## config.mk

```make
export PLATFORM = sky130hd
export DESIGN_NAME = pipe_stall_sched
export DESIGN_NICKNAME = d
export VERILOG_FILES = /design/src/rtl/pipe_stall_sched.sv
export SDC_FILE = /design/constraint.sdc
export NUM_CORES = 1
export LEC_CHECK = 0
export ABC_AREA = 1
export BUFFER_PORTS_ARGS = -buffer_cell sky130_fd_sc_hd__buf_4
export CAP_MARGIN = 20
export CORE_UTILIZATION = 36
export DETAILED_ROUTE_END_ITERATION = 8
export HOLD_SLACK_MARGIN = 0.15
export PLACE_DENSITY = 0.51
export SLEW_MARGIN = 0
export SYNTH_ARGS = -nofsm -noshare
export SYNTH_HDL_FRONTEND = slang
export SYNTH_SLANG_ARGS = --single-unit
```

## constraint.sdc

```tcl
create_clock -name clk -period 4.2 [get_ports clk]
set_input_delay 0.84 -clock clk [delete_from_list [all_inputs] [get_ports clk]]
set_output_delay 0.84 -clock clk [all_outputs]
set_load 0.1 [all_outputs]
```

## src/rtl/pipe_stall_sched.sv

```systemverilog
// Stall/flush scheduler for the 5-stage pipeline: merges load-use, MUL/DIV occupancy,
// data-memory wait and branch redirects into per-stage controls, plus saturating counters.
module pipe_stall_sched #(
  parameter int unsigned MUL_LAT = 3,
  parameter int unsigned DIV_LAT = 34,
  parameter int unsigned CNT_W   = 32
) (
  input  logic             clk,
  input  logic             rst_n,
  input  logic             hz_stall_req,
  input  logic             branch_taken_D,
  input  logic             mdu_op_E,
  input  logic             mdu_is_div_E,
  input  logic             dmem_req_M,
  input  logic             dmem_ready,
  output logic             StallF,
  output logic             StallD,
  output logic             StallE,
  output logic             StallM,
  output logic             FlushD,
  output logic             FlushE,
  output logic             FlushM,
  output logic             FlushW,
  output logic             redirect_ok,
  output logic             mdu_start,
  output logic             mdu_done,
  output logic [CNT_W-1:0] stall_cycles,
  output logic [CNT_W-1:0] flush_events
);

  localparam int unsigned CW = $clog2(DIV_LAT);

  localparam logic [1:0] S_RUN  = 2'd0;
  localparam logic [1:0] S_WAIT = 2'd1;
  localparam logic [1:0] S_HOLD = 2'd2;

  logic [1:0]    state, state_nx;
  logic [CW-1:0] cnt, cnt_nx;
  logic          memstall, mdustall, cnt_zero;

  always_ff @(posedge clk or negedge rst_n) begin
    if (!rst_n) begin
      state <= S_RUN;
      cnt   <= '0;
    end else begin
      state <= state_nx;
      cnt   <= cnt_nx;
    end
  end

  // Next-state, MDU sequencing and priority stall/flush decode.
  always_comb begin
    state_nx    = state;
    cnt_nx      = cnt;
    StallF      = 1'b0;
    StallD      = 1'b0;
    StallE      = 1'b0;
    StallM      = 1'b0;
    FlushD      = 1'b0;
    FlushE      = 1'b0;
    FlushM      = 1'b0;
    FlushW      = 1'b0;
    redirect_ok = 1'b0;
    mdu_start   = 1'b0;
    mdu_done    = 1'b0;
    memstall    = dmem_req_M & ~dmem_ready;
    cnt_zero    = (cnt == '0);
    mdustall    = ((state == S_RUN)  & mdu_op_E)
                | ((state == S_WAIT) & ~cnt_zero)
                | ((state == S_HOLD) & memstall)
                | ((state == S_WAIT) & cnt_zero & memstall);

    case (state)
      S_RUN: begin
        if (mdu_op_E) begin
          mdu_start = 1'b1;
          cnt_nx    = mdu_is_div_E ? CW'(DIV_LAT - 2) : CW'(MUL_LAT - 2);
          state_nx  = S_WAIT;
        end
      end
      S_WAIT: begin
        // The unit keeps computing through a memory wait, so the count never pauses.
        if (!cnt_zero) begin
          cnt_nx = cnt - CW'(1);
        end else if (memstall) begin
          state_nx = S_HOLD;
        end else begin
          mdu_done = 1'b1;
          state_nx = S_RUN;
        end
      end
      S_HOLD: begin
        if (!memstall) begin
          mdu_done = 1'b1;
          state_nx = S_RUN;
        end
      end
      default: state_nx = S_RUN;
    endcase

    if (memstall) begin
      StallF = 1'b1;
      StallD = 1'b1;
      StallE = 1'b1;
      StallM = 1'b1;
      FlushW = 1'b1;
    end else if (mdustall) begin
      StallF = 1'b1;
      StallD = 1'b1;
      StallE = 1'b1;
      FlushM = 1'b1;
    end else if (hz_stall_req) begin
      StallF = 1'b1;
      StallD = 1'b1;
      FlushE = 1'b1;
    end

    // A branch seen while D is held re-resolves once D advances.
    FlushD      = branch_taken_D & ~StallD;
    redirect_ok = FlushD;

    if (!rst_n) begin
      StallF      = 1'b0;
      StallD      = 1'b0;
      StallE      = 1'b0;
      StallM      = 1'b0;
      FlushD      = 1'b0;
      FlushE      = 1'b0;
      FlushM      = 1'b0;
      FlushW      = 1'b0;
      redirect_ok = 1'b0;
      mdu_start   = 1'b0;
      mdu_done    = 1'b0;
    end
  end

  // Saturating performance counters.
  always_ff @(posedge clk or negedge rst_n) begin
    if (!rst_n) begin
      stall_cycles <= '0;
      flush_events <= '0;
    end else begin
      if (StallF && (stall_cycles != {CNT_W{1'b1}}))
        stall_cycles <= stall_cycles + CNT_W'(1);
      if (FlushD && (flush_events != {CNT_W{1'b1}}))
        flush_events <= flush_events + CNT_W'(1);
    end
  end

endmodule
```

### After elaboration in Yosys (flattened, before gate mapping)

Index checks and enable logic that the tools add are counted.

| storage, ports and cells | value |
|---|---|
| input port bits | 8 |
| logic and storage cells | 66 |
| register bits | 72 |

| cells by class | value |
|---|---|
| reduce and logical (&&, ||, !) cells | 7 |
| $add $sub $neg | 3 |
| mux-type cells | 31 |
| bitwise logic cells | 13 |
| equality and inequality tests | 8 |

Operators with widths:

| cell | number |
|---|---|
| $add 32x1->32 const B | 2 |
| $ne 32x32->1 const B | 2 |
| $mux 1 | 21 |
| $mux 6 | 3 |
| $pmux 6 s2 | 1 |
| $mux 2 | 4 |
| $ne 2x2->1 const B | 4 |
| $and 1x1->1 | 7 |
| $logic_not 6->1 | 1 |
| $pmux 2 s3 | 1 |
| $reduce_and 3->1 | 2 |
| $sub 6x1->6 const B | 1 |
| $not 1->1 | 3 |
| $or 1x1->1 | 3 |
| $eq 2x1->1 const B | 1 |
| $eq 2x2->1 const B | 1 |
| $logic_and 1x1->1 | 2 |
| $logic_not 2->1 | 1 |
| $pmux 1 s2 | 1 |
| $reduce_bool 2->1 | 1 |

### Logic depth before layout (Yosys ltp)

Gate-level depths: netlist of the first run.

| logic depth | value |
|---|---|
| depth in word-level cells | 12 |
| mapped depth | 11 |
| mapped depth without buffers | 11 |

### Worst setup path before layout of the first run

No wires, ideal clock.

| timing path | value |
|---|---|
| kind | input to output |
| start | in dmem_req_M |
| end | out StallM |
| stages on the path | 5 |
| arrival time | 2.851 ns |
| data required time | 3.360 ns |
| slack | 0.509 ns |
| cells stage by stage | inv_1 -> nor2_1 -> inv_1 -> nor2_1 -> buf_4 |

| between the ends | value |
|---|---|
| word-level cells in the longest chain between the ends | 3 |

Ends and longest elaborated chain:

| item | RTL line | source |
|---|---|---|
| from (decl) | 14 | `input logic dmem_req_M,` |
| $and 1x1->1 | 66 | `memstall = dmem_req_M & ~dmem_ready;` |
| $mux 1 (2 in a row) | -- |  |
| to (decl) | 19 | `output logic StallM,` |

Every way passes these cells.

### Worst setup path in the final report of the first run

| timing path | value |
|---|---|
| start | reg state[1] |
| end | out StallF |

| between the ends | value |
|---|---|
| word-level cells in the longest chain between the ends | 8 |

Ends and longest elaborated chain:

| item | RTL line | source |
|---|---|---|
| from (decl) | 37 | `logic [1:0] state, state_nx;` |
| from (signal assigned) | 46 | `state <= state_nx;` |
| $eq 2x1->1 or $logic_not 2->1 (tied branches) | 69, 71, 68 |  |
| $and 1x1->1, on equally long branches | 69, 68 |  |
| $or 1x1->1 | 69 | `\| ((state == S_WAIT) & ~cnt_zero)` |
| $or 1x1->1 | 70 | `\| ((state == S_HOLD) & memstall)` |
| $or 1x1->1 (*) | 71 | `\| ((state == S_WAIT) & cnt_zero & memstall);` |
| $mux 1 (*) | 107 | `end else if (mdustall) begin` |
| $mux 1 (*) | 101 | `if (memstall) begin` |
| $mux 1 (*) | 122 | `if (!rst_n) begin` |
| to (decl) | 16 | `output logic StallF,` |

Every way passes the cells marked *; elsewhere a longest branch is shown, timed or not.

==> results.yml, run 1 <==
timing:
  max_freq_mhz: 348
  drv_slew: 0
  rsz0062_at_grt: "no"
  fin_crit_sh_pct: 68.4
  slew_headroom_pct: 32.0
  fin_skew_ps: 8.89
  setup_viol: 0
  tightest_slew_ps: 1010
  hold_slack_ps: 339
  period_minus_slack_ps: 2870
  hold_viol_final: 0
  fin_tns_setup_ps: 0
place:
  placed_cell_area_sq_um: 5720
  port_buffers: 82
  gp_congestion: 0.912
  hpwlAfterDp_um: 10500
drt:
  drt_pre_antenna_iters: 4
  drcViolationCount: 0
  dr_wl_met2_um: 6470
  postRouteAntennaNets: 0
  maxUsedRoutingLayer: "met4"
  vias: 4845
  vias_per_cell: 4.80
  wl_per_cell_um: 13.9
  drtIter0Drc: 290
  met3_length_um: 505
  met1_length_um: 6880
  routed_wl_um: 14000
die:
  die_y_um: 120
  initial_utilization_pct: 37.3
  placementRows: 42
  core_sq_um: 13400
  ios: 83
  die_area_sq_um: 14400
  chipWidth_um: 120
cts:
  post_cts_buffers: 0
  insertion_delay_ps: 350
  clkTransAtPathRegs_ps: 60
  cts_buffers: 9
  cts_root_buf: "clkbuf_16"
  cts_hold_buf: 0
  clkSinkCount: 72
  clock_path_buffers: 2
  cts_max_level: 3
  cts_tree: "yes"
  cts_resized: 0
final_layout:
  regArea_sq_um: 1800
  num_antenna_cells: 0
  multi_input_area_sq_um: 2790
  fin_area_sq_um: 5970
  final_cell_mix: "nand2_1, nor2_1, buf_4, dfrtp_1, inv_1"
  syn_to_final_growth_pct: 19.4
  nFillCells: 1434
  fin_util_pct: 44.5
  nNetsFinal: 847
  drive_above_1_share_pct: 14.6
  mostFrequentLayoutCell: "nand2_1"
synthesis:
  synth_nets: 769
  ys_ff_latch: 72
  ys_top_cells_by_area: "dfrtp_1, nand2_1, nor2_1, nand3_1, xor2_1"
  ys.warnings.count: 0
  postSynthCellCount: 753
  synth_cell_types: 28
  synth_top_cell_by_area: "dfrtp_1"
  avgSynthCellArea_sq_um: 6.64
  synth_top_area_share_pct: 36.1
  seq_area_frac_synth_pct: 36.1
  synth_area_sq_um: 5000
min_path:
  hold_path.class: "in -> async"
pwr:
  peakVddDrop_mv: 0.359
  p_leak_nw: 3.00
  power_mw: 3.56
  power-per-cell-area_nw_per_um2: 596
grt:
  grt_pass1_wl_um: 23600
  overflow: 0
  grt_pass1_vias: 4659
  antenna_found_initial: 0
  grt.total_usage_pct: 20.9
  grt_max_degree: 65
outcome:
  status: "finished clean"
critical_path:
  cp.arrival_ps: 2030
  critPathMaxFanout: 8
  cp-start-kind: "flop"
  critical_path_required_ps: 3360
  timing.rr.end: "stall_cycles[2]$_DFFE_PN0P_"
  end_kind: "output pin"
  reg2reg_depth: 10
  worstSetupPathType: "reg -> out"
  r2r_setup_slack_ps: 1830
  r2r-start: "state[1]$_DFFE_PN0P_"
run:
  drv_cap: 0
final cells by class:
class                      instances  area share, %
clock buffer                      10           3.84
clock inverter                     4          0.398
inverter                          66           4.15
multi-input combinational        595           46.8
sequential                        72           30.2
tap                              176           3.69
timing repair buffer              87           10.9
power by group:
group	internal (mW)	leakage, nW	switching [mW]
Clock	0.391	0.128	0.300
Combinational	0.391	1.92	1.46
Sequential	0.836	0.961	0.178
worst max-delay path by stage:
stage | to | from | cells past startpoint
finish | StallF | state[1]$_DFFE_PN0P_ | 7
global route | mdu_done | state[1]$_DFFE_PN0P_ | 7
CTS | StallF | state[1]$_DFFE_PN0P_ | 7
detailed placement | StallF | dmem_ready | 7
global placement | StallF | dmem_ready | 7
floorplan | StallM | dmem_req_M | 5
cells by family after synthesis:
| group | count (synthesis) | synth area share, % |
|---|---|---|
| compound gates | 27 | 2.78 |
| xor+xnor | 34 | 5.96 |
| fa+ha+maj | 8 | 2.00 |
| buf+inv | 86 | 8.06 |
| flops | 72 | 36.1 |
| simple gates | 526 | 45.1 |
per-stage QoR:
stage          worst slack (ps)  instances
2_1_floorplan               509        753
3_3_place_gp               1430        996
3_5_place_dp               1370        996
4_1_cts                    1270       1010
5_1_grt                    1180       1010
6_report                   1330       1010
critical path: stages, from the launching register on:
cell and delay (ps):
dfrtp_1 380, inv_1 120, ha_1 360, nand2_2 140
nand4_1 130, nand2_1 100, nand2_2 130, buf_4 310
state kept, by name (all words and copies together) (netlist names):
name / count
flush_events: 32
stall_cycles: 32
cnt: 6
state: 2
layer usage:
| layer | up-vias | GRT usage [%] |
|---|---|---|
| met5 | - | 0 |
| met4 | 0 | 5.47 |
| met3 | 14 | 4.90 |
| met2 | 92 | 33.8 |
| met1 | 2241 | 28.0 |
| li1 | 2498 | - |
synth_stat cells:
cell type / instances
nor3_4: 1
nand3_2: 3
inv_2: 2
a31o_2: 1
nor2_4: 2
xor2_1: 28
buf_2: 7
nand2_1: 314
nor3_2: 1
nand4_2: 1
buf_4: 3
nand4_1: 7
buf_6: 8
nor3_1: 10
nand2_2: 3
nand3b_2: 1
dfrtp_1: 72
xnor2_1: 6
clkbuf_1: 2
nand2_4: 1
nand3b_1: 21
o21ai_1: 16
inv_1: 64
nor2_1: 96
nor2_2: 6
o21ai_0: 10
ha_1: 8
nand3_1: 59
Power figures use the tool's default switching activity.
==> run 2, diff against run 1 <==
--- a/config.mk
+++ b/config.mk
@@ -11,7 +11,7 @@
 export CORE_UTILIZATION = 36
 export DETAILED_ROUTE_END_ITERATION = 8
 export HOLD_SLACK_MARGIN = 0.15
-export PLACE_DENSITY = 0.51
+export PLACE_DENSITY = 0.53
 export SLEW_MARGIN = 0
 export SYNTH_ARGS = -nofsm -noshare
 export SYNTH_HDL_FRONTEND = slang
==> constraint.sdc (replaced) <==
create_clock -name clk -period 2.45 [get_ports clk]
set_input_delay 0.49 -clock clk [delete_from_list [all_inputs] [get_ports clk]]
set_output_delay 0.49 -clock clk [all_outputs]
set_load 0.1 [all_outputs]
==> results.yml, run 2 (synthesis results as in run 1) <==
outcome:
  status: "finished clean"
final_layout:
  instances_no_fill: 1025
  largestRegisters: "flush_events x32, stall_cycles x32, cnt x6"
  nFillCells: 1401
  regArea_sq_um: 1800
  final_cell_mix: "nand2_1, nor2_1, buf_4, dfrtp_1, inv_1"
  nNetsFinal: 860
  drive_above_1_share_pct: 17.4
  num_antenna_cells: 0
  syn_to_final_growth_pct: 24.6
  mostFrequentLayoutCell: "nand2_1"
  multi_input_area_sq_um: 2840
grt:
  overflow: 0
  grt_pass1_wl_um: 24100
  grt_max_degree: 54
  grt_pass1_vias: 4821
  grt.total_usage_pct: 21.5
  antenna_found_initial: 0
cts:
  cts_tree: "yes"
  clock_path_buffers: 2
  clkSinkCount: 72
  post_cts_buffers: 0
  cts_max_level: 3
  cts_hold_buf: 0
  insertion_delay_ps: 340
  clkTransAtPathRegs_ps: 60
  cts_buffers: 9
  cts_root_buf: "clkbuf_16"
pwr:
  peakVddDrop_mv: 0.721
  power.switching_mw: 3.41
  internal_power_mw: 3.03
  sequentialPowerShare_pct: 27.1
  power-per-cell-area_nw_per_um2: 1030
  p_clk_share_pct: 21.2
  combPwrFrac_pct: 51.7
  p_leak_nw: 3.10
  power_mw: 6.44
  swShare_pct: 52.9
place:
  port_buffers: 82
  hpwlAfterDp_um: 10800
  place_inst: 1007
  gp_congestion: 0.872
timing:
  hold_viol_final: 0
  hold_slack_ps: 156
  drv_slew: 0
  max_freq_mhz: 425
  rsz0062_at_grt: "yes"
  period_minus_slack_ps: 2360
  fin_crit_sh_pct: 96.1
  setup_viol: 0
  fin_tns_setup_ps: 0
  tightest_slew_ps: 711
  slew_headroom_pct: 52.6
  fin_skew_ps: 7.36
critical_path:
  worstSetupPathType: "reg -> out"
  cp.arrival_ps: 1870
  critical_path_required_ps: 1960
  end_kind: "output pin"
  critPathMaxFanout: 7
  r2r-start: "cnt[1]$_DFFE_PN0P_"
  startpoint: "state[1]$_DFFE_PN0P_"
  cp-start-kind: "flop"
  reg2reg_depth: 9
drt:
  drtIter0Drc: 348
  vias_per_cell: 4.84
  wl_per_cell_um: 14.2
  vias: 4963
  drcViolationCount: 0
  drt_pre_antenna_iters: 5
  routed_wl_um: 14600
  postRouteAntennaNets: 0
die:
  die_y_um: 120
  core_sq_um: 13400
  die_area_sq_um: 14400
  initial_utilization_pct: 37.3
  ios: 83
  placementRows: 42
  chipWidth_um: 120
run:
  drv_cap: 0
min_path:
  hold_path.class: "in -> async"
run 2: area by class of cell:
| cell class | count | area share, % |
|---|---|---|
| clock inverters | 5 | 0.884 |
| flip-flops and latches | 72 | 29.0 |
| well taps | 176 | 3.54 |
| clock buffers | 11 | 4.06 |
| multi-input cells | 596 | 45.5 |
| repair buffers | 99 | 13.0 |
| inverters | 66 | 4.04 |
run 2: path summary, 6_finish.rpt:
| check | end | slack, ps |
|---|---|---|
| setup / recovery | mdu_done | 90 |
| hold / removal | stall_cycles[8]$_DFFE_PN0P_ | 160 |
| setup reg to reg | flush_events[24]$_DFFE_PN0P_ | 320 |
| hold reg to reg | stall_cycles[1]$_DFFE_PN0P_ | 530 |
| max in group asynchronous | flush_events[0]$_DFFE_PN0P_ | 1250 |
| min in group clk | cnt[5]$_DFFE_PN0P_ | 500 |
run 2: worst max-delay path, cell delays in order (launching register included):
cell     delay [ps]
dfrtp_1         390
inv_2            90
ha_1            170
buf_4           160
inv_1           100
nor2_1          180
o21ai_1         120
nor2_4          130
buf_12          180
run 2: power groups by stage:
stage               clock [mW]  sequential (mW)  combinational (mW)
floorplan                    0             3.02                1.29
global placement             0             1.76                3.22
detailed placement           0             1.76                3.25
CTS                       1.41             1.74                3.26
global route              1.45             1.79                3.54
finish                    1.36             1.75                3.33
run 2: metal layers:
layer | vias to the layer above | share of wire, % | track usage (%)
met5 | - | 0 | 0
met4 | 0 | 1.5 | 7.50
met3 | 17 | 4.3 | 2.95
met2 | 123 | 45 | 33.5
met1 | 2296 | 49 | 30.3
li1 | 2527 | - | -
run 2: timing repair:
action / CTS / global route
resized for setup: 1 / 21
hold endpoints to repair: 0 / 0
cloned: 1 / 0
pin swaps: 1 / 1
setup endpoints to repair: 13 / 11
run 2: metrics by stage:
step | util (%) | instance area [sq um] | setup slack [ps]
after detailed placement | 43.4 | 5820 | -234
after global placement | 43.4 | 5820 | -130
final | 46.5 | 6220 | 94.5
after global routing | 46.5 | 6220 | -2.36
after floorplan | - | 5020 | -51.2
after CTS | 45.8 | 6130 | -31.1
==> run 3, diff against run 2 <==
--- a/config.mk
+++ b/config.mk
@@ -11,7 +11,7 @@
 export CORE_UTILIZATION = 36
 export DETAILED_ROUTE_END_ITERATION = 8
 export HOLD_SLACK_MARGIN = 0.15
-export PLACE_DENSITY = 0.53
+export PLACE_DENSITY = 0.66
 export SLEW_MARGIN = 0
 export SYNTH_ARGS = -nofsm -noshare
 export SYNTH_HDL_FRONTEND = slang
==> results.yml, run 3 (synthesis results as in run 1) <==
timing:
  drv_slew: 0
  fin_skew_ps: 6.89
  worst_slack_ps: 101
  setup_viol: 0
  tightest_slew_ps: 921
  rsz0062_at_grt: "yes"
  hold_slack_ps: 435
  slew_headroom_pct: 38.6
  fin_crit_sh_pct: 95.9
  max_freq_mhz: 426
  fin_tns_setup_ps: 0
  period_minus_slack_ps: 2350
  hold_viol_final: 0
final_layout:
  final_cell_mix: "nand2_1, nor2_1, buf_4, dfrtp_1, inv_1"
  nFillCells: 1414
  multi_input_area_sq_um: 2830
  syn_to_final_growth_pct: 23.7
  num_antenna_cells: 0
  nNetsFinal: 859
  mostFrequentLayoutCell: "nand2_1"
  largestRegisters: "flush_events x32, stall_cycles x32, cnt x6"
  regArea_sq_um: 1800
  instances_no_fill: 1024
  fin_util_pct: 46.1
  drive_above_1_share_pct: 16.7
grt:
  antenna_found_initial: 0
  grt_max_degree: 73
  grt.total_usage_pct: 20.0
  grt_pass1_wl_um: 22500
  overflow: 0
  grt_pass1_vias: 4556
die:
  ios: 83
  chipWidth_um: 120
  initial_utilization_pct: 37.3
  die_y_um: 120
  die_area_sq_um: 14400
  core_sq_um: 13400
  placementRows: 42
place:
  hpwlAfterDp_um: 9870
  port_buffers: 82
  place_inst: 1005
  gp_congestion: 0.934
  dp_slack_ps: -222
critical_path:
  end_kind: "output pin"
  worstSetupPathType: "reg -> out"
  path_delay_family: "buffers and inverters"
  cp-start-kind: "flop"
  r2r-start: "cnt[0]$_DFFE_PN0P_"
  crit_slowest_cell: "dfrtp_1"
  critPathMaxFanout: 4
  r2r_setup_slack_ps: 320
  timing.rr.end: "flush_events[25]$_DFFE_PN0P_"
  critPathBufInv: 4
  critical_path_required_ps: 1960
  cp_slowest_stage_delay_ps: 390
  cp_cell_sequence: "inv_1 -> ha_1 -> nand3_1 -> nand2_2 -> nand4_4 -> buf_4 -> clkinvlp_4 -> buf_6"
  cp.arrival_ps: 1860
  reg2reg_depth: 9
min_path:
  hold_path.class: "in -> async"
drt:
  vias: 4922
  routed_wl_um: 13500
  postRouteAntennaNets: 0
  wl_per_cell_um: 13.2
  drt_pre_antenna_iters: 5
  drcViolationCount: 0
  vias_per_cell: 4.81
  drtIter0Drc: 317
run:
  drv_cap: 0
cts:
  cts_tree: "yes"
  cts_buffers: 9
  cts_max_level: 3
  post_cts_buffers: 0
  cts_hold_buf: 0
  cts_root_buf: "clkbuf_16"
  insertion_delay_ps: 340
  clkTransAtPathRegs_ps: 60
  clock_path_buffers: 2
  clkSinkCount: 72
pwr:
  p_leak_nw: 3.09
  power-per-cell-area_nw_per_um2: 1030
  peakVddDrop_mv: 1.09
outcome:
  status: "finished clean"
## run 3: changes by cell type in the layout (fill, tap and decap cells not counted), sizes merged
cell      previous run  this run
buf                 99        97
clkbuf              11        13
clkinvlp             3         1
clkinv               2         3
## run 3: final cells by class
cell class | count | share of cell area (%)
Timing Repair Buffer | 98 | 12.7
Clock inverter | 4 | 0.728
Tap cell | 176 | 3.56
Inverter | 66 | 4.07
Clock buffer | 12 | 3.99
Multi-Input combinational cell | 596 | 45.8
Sequential cell | 72 | 29.2
## run 3: metal layers
layer  routed length, um  track usage [%]
met1                6550             26.9
met2                6050             31.9
met3                 694             4.04
met4                 192             6.48
met5                   0                0
## run 3: repair_timing
action,CTS,global route
pin swaps,1,0
endpoints found under the setup margin,13,5
cloned,1,0
hold endpoints to repair,0,0
gates resized for setup,2,12
## run 3: power by group
part | internal, mW | switching [mW]
clock | 0.811 | 0.504
sequential | 1.43 | 0.294
combinational | 0.765 | 2.57
total | 3.01 | 3.37
## run 3: metrics by stage
stage	power (mW)	area (sq um)
2_1_floorplan	4.31	5020
3_3_place_gp	4.98	5810
3_5_place_dp	5.01	5810
4_1_cts	6.36	6120
5_1_grt	6.74	6180
6_report	6.38	6180
## run 3: worst max path at each step
| stage | from | endpoint | slack, ps | cells after the start |
|---|---|---|---|---|
| 3_5_place_dp | dmem_req_M | flush_events[29]$_DFFE_PN0P_ | -220 | 11 |
| 5_1_grt | cnt[0]$_DFFE_PN0P_ | FlushD | -10 | 8 |
| 2_1_floorplan | state[0]$_DFFE_PN0P_ | mdu_start | -50 | 4 |
| 4_1_cts | cnt[0]$_DFFE_PN0P_ | FlushD | -30 | 8 |
| 6_report | cnt[0]$_DFFE_PN0P_ | FlushD | 100 | 8 |
| 3_3_place_gp | dmem_req_M | flush_events[30]$_DFFE_PN0P_ | -190 | 11 |
